[config.mk]
export PLATFORM = sky130hd
export DESIGN_NAME = bram_program_loader
export DESIGN_NICKNAME = d
export VERILOG_FILES = /design/src/rtl/bram_program_loader.sv
export SDC_FILE = /design/constraint.sdc
export NUM_CORES = 1
export LEC_CHECK = 0
export ABC_AREA = 1
export BUFFER_PORTS_ARGS = -buffer_cell sky130_fd_sc_hd__buf_4
export CAP_MARGIN = 20
export CORE_MARGIN = 2
export CORE_UTILIZATION = 25
export CTS_CLUSTER_DIAMETER = 30
export CTS_CLUSTER_SIZE = 28
export DETAILED_ROUTE_END_ITERATION = 6
export GPL_TIMING_DRIVEN = 0
export HOLD_SLACK_MARGIN = 0.02
export PLACE_DENSITY = 0.42
export SLEW_MARGIN = 20
export SYNTH_ARGS = -nofsm -noshare
export SYNTH_HDL_FRONTEND = slang
export SYNTH_SLANG_ARGS = --single-unit
[constraint.sdc]
create_clock -name clk_in -period 2.9 [get_ports clk_in]
set_input_delay 0.58 -clock clk_in [delete_from_list [all_inputs] [get_ports clk_in]]
set_output_delay 0.58 -clock clk_in [all_outputs]
set_load 0.1 [all_outputs]
[src/rtl/bram_program_loader.sv]
`default_nettype none
// =============================================================================
// bram_program_loader - streams a word block from a read-latency BRAM into a
// target memory, holding the target in reset until the last word lands.
// Revision: 1.0
// =============================================================================
module bram_program_loader #(
    parameter int DATA_WIDTH   = 32,
    parameter int DEPTH        = 64,
    parameter int READ_LATENCY = 2,
    parameter bit AUTO_START   = 1'b1,
    parameter int DEFAULT_LEN  = 28,
    localparam int AW          = $clog2(DEPTH)
) (
    input  logic                  clk_in,
    input  logic                  rst_in,
    input  logic                  start_in,
    input  logic [AW-1:0]         base_in,
    input  logic [AW:0]           len_in,
    output logic [AW-1:0]         bram_addr_out,
    output logic                  bram_en_out,
    input  logic [DATA_WIDTH-1:0] bram_data_in,
    output logic                  wr_valid_out,
    output logic [AW-1:0]         wr_addr_out,
    output logic [DATA_WIDTH-1:0] wr_data_out,
    input  logic                  wr_ready_in,
    output logic                  busy_out,
    output logic                  done_out,
    output logic                  target_rst_out,
    output logic [AW:0]           count_out
);

    localparam int BUF_DEPTH = READ_LATENCY + 2;
    localparam int PW        = $clog2(BUF_DEPTH);
    localparam int FCW       = $clog2(BUF_DEPTH + 1);
    localparam int CW        = $clog2(2 * BUF_DEPTH + 1);
    localparam logic [AW:0] DEPTH_W   = (AW+1)'(DEPTH);
    localparam logic [AW:0] DEF_LEN_W = (AW+1)'(DEFAULT_LEN);

    localparam logic [1:0] S_IDLE  = 2'd0;
    localparam logic [1:0] S_FETCH = 2'd1;
    localparam logic [1:0] S_DRAIN = 2'd2;
    localparam logic [1:0] S_DONE  = 2'd3;

    logic [1:0]              state_q, state_d;
    logic                    auto_q;
    logic [AW-1:0]           addr_q, addr_d;
    logic                    en_q, en_d;
    logic [AW:0]             len_q, len_d;
    logic [AW:0]             issued_q, issued_d;
    logic [AW:0]             count_q, count_d;
    logic                    busy_q, done_q, trst_q;
    logic [READ_LATENCY-1:0] vld_sr_q;
    logic [DATA_WIDTH-1:0]   fifo_mem_q [BUF_DEPTH];
    logic [PW-1:0]           rd_ptr_q, wr_ptr_q;
    logic [FCW-1:0]          fifo_cnt_q;

    logic                    w_push, w_pop, w_start, w_credit, w_last;
    logic [AW-1:0]           w_base;
    logic [AW:0]             w_len_raw, w_len;
    logic [CW-1:0]           w_used;

    function automatic logic [PW-1:0] ptr_inc(input logic [PW-1:0] p);
        return (p == PW'(BUF_DEPTH - 1)) ? '0 : p + 1'b1;
    endfunction

    assign w_push       = vld_sr_q[READ_LATENCY-1];
    assign wr_valid_out = (fifo_cnt_q != '0);
    assign wr_data_out  = fifo_mem_q[rd_ptr_q];
    assign w_pop        = wr_valid_out && wr_ready_in;
    assign w_last       = w_pop && ((count_q + 1'b1) == len_q);

    assign w_start   = ((state_q == S_IDLE) || (state_q == S_DONE)) && (start_in || auto_q);
    assign w_base    = auto_q ? '0 : base_in;
    assign w_len_raw = auto_q ? DEF_LEN_W : len_in;
    assign w_len     = (w_len_raw > DEPTH_W) ? DEPTH_W : w_len_raw;

    // Every issued read already owns a FIFO slot; the beat leaving this cycle frees one.
    always_comb begin
        w_used = CW'(fifo_cnt_q) + CW'(en_q);
        for (int i = 0; i < READ_LATENCY; i++) begin
            w_used = w_used + CW'(vld_sr_q[i]);
        end
        w_used = w_used - CW'(w_pop);
    end
    assign w_credit = (w_used < CW'(BUF_DEPTH));

    always_comb begin
        state_d  = state_q;
        addr_d   = addr_q;
        en_d     = 1'b0;
        len_d    = len_q;
        issued_d = issued_q;
        count_d  = w_pop ? count_q + 1'b1 : count_q;
        case (state_q)
            S_IDLE, S_DONE: begin
                if (w_start) begin
                    len_d   = w_len;
                    count_d = '0;
                    addr_d  = w_base;
                    if (w_len == '0) begin
                        state_d = S_DONE;
                    end else begin
                        state_d  = S_FETCH;
                        en_d     = 1'b1;
                        issued_d = (AW+1)'(1);
                    end
                end
            end
            S_FETCH: begin
                if (issued_q == len_q) begin
                    state_d = S_DRAIN;
                end else if (w_credit) begin
                    en_d     = 1'b1;
                    issued_d = issued_q + 1'b1;
                    addr_d   = (addr_q == AW'(DEPTH - 1)) ? '0 : addr_q + 1'b1;
                end
            end
            S_DRAIN: begin
                if (w_last) state_d = S_DONE;
            end
            default: state_d = S_IDLE;
        endcase
    end

    always_ff @(posedge clk_in) begin
        if (!rst_in) begin
            state_q    <= S_IDLE;
            auto_q     <= AUTO_START;
            addr_q     <= '0;
            en_q       <= 1'b0;
            len_q      <= '0;
            issued_q   <= '0;
            count_q    <= '0;
            busy_q     <= 1'b0;
            done_q     <= 1'b0;
            trst_q     <= 1'b1;
            vld_sr_q   <= '0;
            rd_ptr_q   <= '0;
            wr_ptr_q   <= '0;
            fifo_cnt_q <= '0;
        end else begin
            state_q  <= state_d;
            auto_q   <= 1'b0;
            addr_q   <= addr_d;
            en_q     <= en_d;
            len_q    <= len_d;
            issued_q <= issued_d;
            count_q  <= count_d;
            busy_q   <= (state_d == S_FETCH) || (state_d == S_DRAIN);
            done_q   <= (state_d == S_DONE);
            trst_q   <= (state_d != S_DONE);
            for (int i = READ_LATENCY - 1; i > 0; i--) begin
                vld_sr_q[i] <= vld_sr_q[i-1];
            end
            vld_sr_q[0] <= en_q;
            if (w_push) wr_ptr_q <= ptr_inc(wr_ptr_q);
            if (w_pop)  rd_ptr_q <= ptr_inc(rd_ptr_q);
            case ({w_push, w_pop})
                2'b10:   fifo_cnt_q <= fifo_cnt_q + 1'b1;
                2'b01:   fifo_cnt_q <= fifo_cnt_q - 1'b1;
                default: fifo_cnt_q <= fifo_cnt_q;
            endcase
        end
    end

    always_ff @(posedge clk_in) begin
        if (w_push) fifo_mem_q[wr_ptr_q] <= bram_data_in;
    end

    assign bram_addr_out  = addr_q;
    assign bram_en_out    = en_q;
    assign wr_addr_out    = count_q[AW-1:0];
    assign busy_out       = busy_q;
    assign done_out       = done_q;
    assign target_rst_out = trst_q;
    assign count_out      = count_q;

endmodule
`default_nettype wire
==> impl_metrics.yaml, run 1 <==
status:
  status: "complete, no violations"
worst_setup_path:
  required_ps: 2320
  critPathMaxFanout: 10
  path_depth: 5
  crit_family: "buffers and inverters"
  crit_buf_inv: 3
  rrSetupSlack_ps: 200
  r2r_end: "issued_q[2]$_SDFFE_PN0P_"
  worstPathCellList: "clkbuf_2 -> clkbuf_1 -> nor2_1 -> o22ai_2 -> buf_4"
  crit_path_top_delay_cell: "clkbuf_1"
  crit_type: "reg2out"
  crit_arrival_ps: 2140
  cp_slowest_stage_delay_ps: 510
  cp-end-kind: "output pin"
  cp-start-kind: "register"
  timing.rr.start: "fifo_cnt_q[0]$_SDFFE_PN0P_"
  r2r_cells: 16
  endpoint: "wr_data_out[28]"
power:
  ir_worst_vdd_uv: 595
  p_sw_mw: 3.63
  powerDensity_nw_per_um2: 868
  combPwrFrac: 0.394
  swShare: 0.433
  clockPowerShare: 0.255
  p_int_mw: 4.75
  pwr-share-seq: 0.350
  p_leak_nw: 3.77
  finalPower_mw: 8.38
sta:
  fin_setup_tns_ps: 0
  fmax_ghz: 0.368
  slew_headroom: 0.586
  slew_viol_final: 0
  fin_crit_ps: 2720
  worstMarginPinSlew_ps: 622
  rsz0062_at_grt: "no"
  finalHoldViolCount: 0
  finalSetupViolCount: 0
  finalWorstSetupSlack_ps: 182
  period_share: 0.937
  clock_skew_ps: 15.9
floorplan:
  dieHeight_um: 176
  num_rows: 63
  initial_core_util: 0.252
  ios: 105
  core_sq_um: 29400
  die_area_sq_um: 31000
  die_width_um: 176
logic_synthesis:
  syn_inst: 715
  ys_warn_count: 0
  synth-seq-cells: 173
  synth_nets: 783
  syn_area_sq_um: 7410
  ys_seq_area_frac: 0.640
  synthDistinctLibCells: 34
  synth.avg_cell_area_sq_um: 10.4
global_route:
  grt_max_degree: 26
  antenna_found_initial: 1
  grt-ovfl-total: 0
  first_global_vias: 5239
  grt_first_pass_wirelength_mm: 30.2
  grtUsageTotal: 0.129
detailed_routing:
  drt_wl_total_mm: 19.8
  wl_per_cell_um: 15.8
  firstDrtPassIters: 4
  drt-initial-drc-count: 297
  ant_nets: 0
  vias_per_cell: 4.30
  vias: 5371
  post-route-drc-count: 0
hold_path:
  worstHoldPathType: "in2reg"
clocking:
  hold_buffers: 0
  clkLatencyLatePin_ps: 420
  cts_num_sinks: 173
  clock_path_buffers: 2
  cts_tree: "done"
  htreeDepth: 4
  cts-root-buf: "clkbuf_16"
  cts.clk_slew.worst_paths_ps: 70
  numCtsBuffers: 17
placed_design:
  dp_hpwl_mm: 13.2
  dpl_cell_area_sq_um: 9040
  place_congestion: 0.740
  pre_cts_ws_ps: -304
  portBuffers: 104
cells_and_area:
  drive_above_1_share: 0.267
  fin_util: 0.328
  nets: 914
  syn2layout_area_growth_pct: 30.2
  final_cell_area_sq_um: 9650
flow_run:
  maxCapViolCount: 0
==> layout make-up <==
| class | instances | area [sq um] |
|---|---|---|
| Sequential cell | 173 | 4750 |
| Clock buffer | 19 | 433 |
| Clock inverter | 13 | 106 |
| Multi-Input combinational cell | 440 | 2510 |
| Buffer | 32 | 193 |
| Fill cell | 3037 | 19800 |
| Inverter | 69 | 263 |
| Antenna cell | 1 | 2.50 |
| Timing Repair Buffer | 113 | 903 |
| Tap cell | 390 | 488 |
==> state kept, by name, indices dropped and copies added, names as in the netlist, 3 cells and up, named ones only <==
signal         count
fifo_mem_q       128
len_q              7
bram_addr_out      6
count_out          7
fifo_cnt_q         3
issued_q           7
==> worst min-delay path by stage <==
stage	endpoint	from	cells past startpoint	slack, ps
finish	fifo_mem_q[3][6]$_DFFE_PP_	bram_data_in[6]	1	360
detailed placement	vld_sr_q[1]$_SDFF_PN0_	vld_sr_q[0]$_SDFF_PN0_	2	420
global placement	vld_sr_q[1]$_SDFF_PN0_	vld_sr_q[0]$_SDFF_PN0_	2	420
floorplan	vld_sr_q[1]$_SDFF_PN0_	vld_sr_q[0]$_SDFF_PN0_	2	410
global route	fifo_mem_q[3][18]$_DFFE_PP_	bram_data_in[18]	1	340
CTS	fifo_mem_q[3][6]$_DFFE_PP_	bram_data_in[6]	1	340
==> worst register-to-register path: stages, from the launching register on <==
cell and delay [ps]:
dfxtp_2 340, inv_4 80, nand3_4 120, and2_4 180
ha_4 260, inv_2 30, fa_2 320, ha_1 290
nand3_1 80, nand2_1 60, nand2_1 100, nand3_4 120
a21oi_4 210, nand3_2 110, buf_6 160, nor2_1 100
nor2_1 50
==> per-stage QoR <==
stage               instances  hold WS (ps)
floorplan                 715           407
global placement         1209           418
detailed placement       1213           417
CTS                      1247           337
global route             1249           336
finish                   1250           359
==> cells in the final DEF (no fill, tap or decap), types with 4 or more instances in the layout <==
master and n:
o21ai_1 5, nor2_1 105, a21oi_1 25, o21ai_0 82
edfxtp_1 128, buf_4 115, a21oi_2 4, nand4_1 4
xor2_1 5, ha_1 16, clkinvlp_4 4, dfxtp_1 44
clkbuf_16 17, o22ai_2 32, o22ai_1 5, nand2_1 101
nand2_2 4, inv_1 58, nor3_1 5, inv_2 7
clkbuf_2 9, nand3_1 22, clkbuf_1 12
==> kinds of logic (layout without fill, tap and decap cells) <==
| family | count (synthesis) | after routing | share of synthesized area |
|---|---|---|---|
| AND/OR/NAND/NOR | 250 | 251 | 0.138 |
| flip-flops | 173 | 173 | 0.640 |
| AO/OA/AOI/OAI | 162 | 162 | 0.119 |
| buffers and inverters | 103 | 246 | 0.0594 |
| adder cells (fa/ha/maj) | 19 | 19 | 0.0341 |
| XOR/XNOR | 8 | 8 | 0.00945 |
| other | 0 | 1 | 0 |
==> synthesized netlist by cell type <==
master      n  area share
o22ai_1    37       0.031
ha_1       17       0.029
nor3_2      1      0.0014
clkbuf_8    1      0.0019
a22oi_1     3      0.0030
clkbuf_1   20       0.010
inv_1      66       0.033
o21ai_0    87       0.059
o21bai_1    1      0.0010
nand4_1     4      0.0034
buf_2       2      0.0014
buf_4       7      0.0071
o21ai_2     1      0.0012
and2_1      1     0.00084
nor2_1    106       0.054
nand2_1   102       0.052
xor2_1      5      0.0059
nor3_1      5      0.0034
buf_6       2      0.0030
nand3_2     1      0.0014
a21oi_1    30       0.020
nand2_2     3      0.0025
nor2_2      1     0.00084
nand3_1    24       0.016
xnor2_1     3      0.0035
o211ai_1    2      0.0020
o211a_1     1      0.0014
buf_1       2      0.0010
nand4_2     1      0.0017
or2_4       1      0.0012
edfxtp_1  128        0.52
dfxtp_1    45        0.12
clkinv_1    3      0.0015
fa_1        2      0.0054
==> what timing repair did <==
item | 4_1_cts | 5_1_grt
endpoints found under the setup margin | 45 | 27
pin swaps | 2 | 4
gates resized for setup | 13 | 10
gates cloned | 1 | 1
endpoints found under the hold margin | 0 | 0
buffers inserted | 2 | 2
==> power by group through the flow <==
stage,combinational (mW),clock (mW),sequential [mW]
after floorplan,2.20,0,3.27
after global placement,3.24,0,2.99
after detailed placement,3.25,0,2.99
after CTS,3.31,2.22,2.94
after global routing,3.53,2.30,2.96
final,3.30,2.14,2.93
==> per-layer routing <==
layer / part of all wire / GRT usage / wire length (um)
met3: 0.036 / 0.0306 / 714
met4: 0.0070 / 0.0310 / 139
met5: 0 / 0 / 0
met2: 0.49 / 0.218 / 9630
met1: 0.47 / 0.167 / 9280
(Power assumes the default switching activity.)
==> inputs of run 2 (changes only) <==
CTS_BUF_LIST = sky130_fd_sc_hd__clkbuf_16   (was unset)
==> impl_metrics.yaml, run 2 (synthesis results as in run 1) <==
status:
  status: "complete, no violations"
power:
  ir_worst_vdd_uv: 595
  p_leak_nw: 3.78
  powerDensity_nw_per_um2: 867
global_route:
  grt-ovfl-total: 0
  grtUsageTotal: 0.129
  grt_max_degree: 26
  grt_first_pass_wirelength_mm: 30.2
  first_global_vias: 5239
  antenna_found_initial: 1
worst_setup_path:
  worstPathCellList: "inv_4 -> nand3_4 -> and2_4 -> ha_4 -> inv_2 -> fa_2 -> ha_1 -> nand3_1 -> nand2_1 -> nand2_1 -> nand3_4 -> a21oi_4 -> nand3_2 -> buf_6 -> nor2_1 -> nor2_1"
  crit_path_top_delay_cell: "dfxtp_2"
  crit_family: "simple AND/OR/NAND/NOR gates"
  r2r_end: "issued_q[2]$_SDFFE_PN0P_"
  cp-end-kind: "register"
  crit_type: "reg2reg"
  crit_arrival_ps: 3010
  timing.rr.start: "fifo_cnt_q[0]$_SDFFE_PN0P_"
  r2r_cells: 16
  rrSetupSlack_ps: 200
  path_depth: 16
  endpoint: "issued_q[2]$_SDFFE_PN0P_"
  crit_buf_inv: 3
  required_ps: 3220
  critPathMaxFanout: 10
  cp_slowest_stage_delay_ps: 340
  critPathLaunch: "fifo_cnt_q[0]$_SDFFE_PN0P_"
  cp-start-kind: "register"
clocking:
  clock_path_buffers: 2
  cts-root-buf: "clkbuf_16"
  cts.clk_slew.worst_paths_ps: 70
  clkLatencyLatePin_ps: 420
  cts_num_sinks: 173
  htreeDepth: 4
  numCtsBuffers: 17
  cts_tree: "done"
floorplan:
  dieHeight_um: 176
  core_sq_um: 29400
  die_area_sq_um: 31000
  initial_core_util: 0.252
  die_width_um: 176
  num_rows: 63
  ios: 105
sta:
  worstMarginPinSlew_ps: 622
  fmax_ghz: 0.371
  fin_crit_ps: 2700
  period_share: 0.929
  slew_headroom: 0.585
  finalSetupViolCount: 0
  finalHoldViolCount: 0
  slew_viol_final: 0
  fin_setup_tns_ps: 0
  clock_skew_ps: 16.1
  rsz0062_at_grt: "no"
  finalWorstSetupSlack_ps: 205
cells_and_area:
  drive_above_1_share: 0.267
  largest_register_ffs: 128
  final_common_cell: "edfxtp_1"
  syn2layout_area_growth_pct: 30.2
  regMostFlops: "fifo_mem_q"
  nets: 914
  final_cell_mix: "128 x edfxtp_1, 115 x buf_4, 105 x nor2_1, 101 x nand2_1, 82 x o21ai_0"
hold_path:
  worstHoldPathType: "in2reg"
  hold_depth: 1
detailed_routing:
  wl_per_cell_um: 15.8
  drt-initial-drc-count: 304
  post-route-drc-count: 0
  firstDrtPassIters: 4
  vias: 5379
  vias_per_cell: 4.30
  ant_nets: 0
  drt_wl_total_mm: 19.8
placed_design:
  portBuffers: 104
  place_congestion: 0.740
  pre_cts_ws_ps: -304
  dp_hpwl_mm: 13.2
flow_run:
  maxCapViolCount: 0
run 2: worst reg2reg max path, cell delays in order, from the launching register on:
cell and delay, ps:
dfxtp_2 340, inv_4 80, nand3_4 120, and2_4 180
ha_4 260, inv_2 30, fa_2 320, ha_1 290
nand3_1 80, nand2_1 60, nand2_1 100, nand3_4 120
a21oi_4 210, nand3_2 110, buf_6 160, nor2_1 100
nor2_1 50
run 2: power breakdown:
| part | switching, mW | internal (mW) | leakage (nW) | total (mW) |
|---|---|---|---|---|
| registers | 0.131 | 2.80 | 1.52 | 2.93 |
| clock network | 1.02 | 1.11 | 0.262 | 2.13 |
| logic | 2.47 | 0.830 | 1.99 | 3.30 |
run 2: how the worst min path moves through the flow:
| stage | startpoint | endpoint |
|---|---|---|
| 2_1_floorplan | vld_sr_q[0]$_SDFF_PN0_ | vld_sr_q[1]$_SDFF_PN0_ |
| 4_1_cts | bram_data_in[6] | fifo_mem_q[3][6]$_DFFE_PP_ |
| 3_5_place_dp | vld_sr_q[0]$_SDFF_PN0_ | vld_sr_q[1]$_SDFF_PN0_ |
| 6_report | bram_data_in[6] | fifo_mem_q[3][6]$_DFFE_PP_ |
| 3_3_place_gp | vld_sr_q[0]$_SDFF_PN0_ | vld_sr_q[1]$_SDFF_PN0_ |
| 5_1_grt | bram_data_in[18] | fifo_mem_q[3][18]$_DFFE_PP_ |
run 2: what timing repair did:
item / in CTS / in global routing
pin swaps: 2 / 4
hold buffers: 0 / 0
gates cloned: 1 / 1
resized for setup: 13 / 10
buffers inserted: 2 / 2
setup endpoints to repair: 45 / 27
run 2: cell type report:
cell class / instances / area [sq um]
fill: 3037 / 19800
multi-input combinational: 440 / 2510
antenna: 1 / 2.50
clock buffer: 17 / 425
sequential: 173 / 4750
timing repair buffer: 113 / 903
tap: 390 / 488
buffer: 32 / 193
inverter: 69 / 263
clock inverter: 15 / 114
run 2: metrics by stage:
step	cell area [sq um]	utilization	total power, mW	std cells	hold WS [ps]
2_1_floorplan	7690	-	5.47	715	407
3_3_place_gp	8960	0.305	6.24	1209	418
3_5_place_dp	9040	0.308	6.24	1213	417
4_1_cts	9620	0.327	8.46	1247	334
5_1_grt	9650	0.328	8.79	1249	336
6_report	9650	0.328	8.37	1250	359
run 2: routing by layer:
metal | global-route usage | part of all wire
met3 | 0.0306 | 0.038
met5 | 0 | 0
met1 | 0.167 | 0.47
met4 | 0.0310 | 0.0070
met2 | 0.218 | 0.49
==> inputs of run 3 (changes only) <==
CORE_MARGIN = 1.5   (was 2)
==> impl_metrics.yaml, run 3 (synthesis results as in run 1) <==
placed_design:
  place_congestion: 0.741
  dp_hpwl_mm: 12.9
  portBuffers: 104
  pre_cts_ws_ps: -289
floorplan:
  ios: 105
  initial_core_util: 0.256
  dieHeight_um: 175
  die_width_um: 175
  die_area_sq_um: 30700
  num_rows: 62
  core_sq_um: 28900
sta:
  slew_headroom: 0.586
  rsz0062_at_grt: "yes"
  fin_crit_ps: 2770
  slew_viol_final: 0
  clock_skew_ps: 10.3
  fmax_ghz: 0.361
  worstMarginPinSlew_ps: 621
  finalHoldViolCount: 0
  finalWorstSetupSlack_ps: 133
  period_share: 0.954
  finalSetupViolCount: 0
detailed_routing:
  vias_per_cell: 4.27
  drt_wl_total_mm: 19.4
  ant_nets: 0
  firstDrtPassIters: 5
  post-route-drc-count: 0
  vias: 5321
  drt-initial-drc-count: 274
  wl_per_cell_um: 15.6
global_route:
  grt-ovfl-total: 0
  antenna_found_initial: 2
  grt_max_degree: 25
  grt_first_pass_wirelength_mm: 30.1
  grtUsageTotal: 0.130
  first_global_vias: 5362
worst_setup_path:
  required_ps: 2320
  rrSetupSlack_ps: 250
  critPathMaxFanout: 10
  cp-end-kind: "output pin"
  cp-start-kind: "register"
  crit_type: "reg2out"
  r2r_end: "bram_addr_out[5]$_SDFFE_PN0P_"
  r2r_cells: 17
  timing.rr.start: "fifo_cnt_q[0]$_SDFFE_PN0P_"
  crit_arrival_ps: 2190
clocking:
  cts_tree: "done"
  clkLatencyLatePin_ps: 430
  cts.clk_slew.worst_paths_ps: 80
  hold_buffers: 0
  clock_path_buffers: 2
  numCtsBuffers: 17
  htreeDepth: 4
  cts-root-buf: "clkbuf_16"
  cts_num_sinks: 173
cells_and_area:
  final_cell_mix: "128 x edfxtp_1, 117 x buf_4, 105 x nor2_1, 102 x nand2_1, 81 x o21ai_0"
  largest_register_ffs: 128
  fin_util: 0.336
  final_common_cell: "edfxtp_1"
  fillers: 2968
  syn2layout_area_growth_pct: 31.0
  regMostFlops: "fifo_mem_q"
  nets: 916
  drive_above_1_share: 0.267
hold_path:
  hp-start: "bram_data_in[13]"
  worstHoldPathType: "in2reg"
  min_to: "fifo_mem_q[0][13]$_DFFE_PP_"
  hold_depth: 1
power:
  p_sw_mw: 3.68
  clockPowerShare: 0.271
  swShare: 0.431
  pwr-share-seq: 0.343
  ir_worst_vdd_uv: 523
  p_int_mw: 4.86
  powerDensity_nw_per_um2: 880
  p_leak_nw: 3.81
  finalPower_mw: 8.54
  combPwrFrac: 0.386
status:
  status: "complete, no violations"
flow_run:
  maxCapViolCount: 0
[run 3: cell count changes in the layout (fill, tap and decap cells not counted), moves of 2 or more]
cell	change
buf_4	+2
clkbuf_2	-2
clkinv_8	+2
clkinvlp_4	-2
inv_1	-2
inv_8	+2
[run 3: power by group through the flow]
stage	clock, mW	combinational, mW	sequential, mW
2_1_floorplan	0	2.20	3.27
3_3_place_gp	0	3.24	2.99
3_5_place_dp	0	3.25	2.99
4_1_cts	2.41	3.33	2.93
5_1_grt	2.48	3.54	2.96
6_report	2.32	3.30	2.93
[run 3: timing repair]
action	CTS	global route
buffers inserted	4	2
endpoints found under the hold margin	0	0
setup endpoints to repair	45	28
resized for setup	14	5
gates cloned	1	1
pin swaps	1	2
[run 3: worst max-delay path, cell delays in order (launching register included)]
cell and delay (ps):
dfxtp_1 320, clkbuf_2 240, buf_1 470, o21ai_0 200, o22ai_2 200, buf_4 320
[run 3: how the worst max path moves through the flow]
stage	slack [ps]	to	depth (start not counted)	start
finish	130	wr_data_out[27]	5	register
global route	-40	wr_data_out[5]	5	register
CTS	50	wr_data_out[23]	6	register
detailed placement	-290	issued_q[1]$_SDFFE_PN0P_	17	wr_ready_in
global placement	-260	issued_q[3]$_SDFFE_PN0P_	17	wr_ready_in
floorplan	-200	issued_q[1]$_SDFFE_PN0P_	18	fifo_cnt_q[0]$_SDFFE_PN0P_
[run 3: metrics by stage]
step | instance area (sq um) | hold WS, ps | setup TNS (ps) | std cells
floorplan | 7690 | 407 | -2240 | 715
global placement | 8950 | 417 | -3030 | 1203
detailed placement | 9040 | 415 | -3440 | 1207
CTS | 9690 | 320 | 0 | 1243
global route | 9710 | 319 | -139 | 1245
finish | 9710 | 345 | 0 | 1247
[run 3: area by class of cell]
cell class,count,area (sq um),area share
inverters,69,263,0.0271
flip-flops and latches,173,4750,0.489
well taps,384,480,0.0495
clock buffers,17,425,0.0438
multi-input cells,440,2500,0.258
repair buffers,115,926,0.0953
plain buffers,32,190,0.0196
diodes,2,5.00,0.000515
clock inverters,15,171,0.0177
[run 3: routing by layer]
layer,global-route usage,part of all wire,vias to the layer above
met5,0,0,-
met4,0.0331,0.0086,0
met3,0.0342,0.046,11
met2,0.218,0.48,88
met1,0.166,0.47,2483
li1,-,-,2739
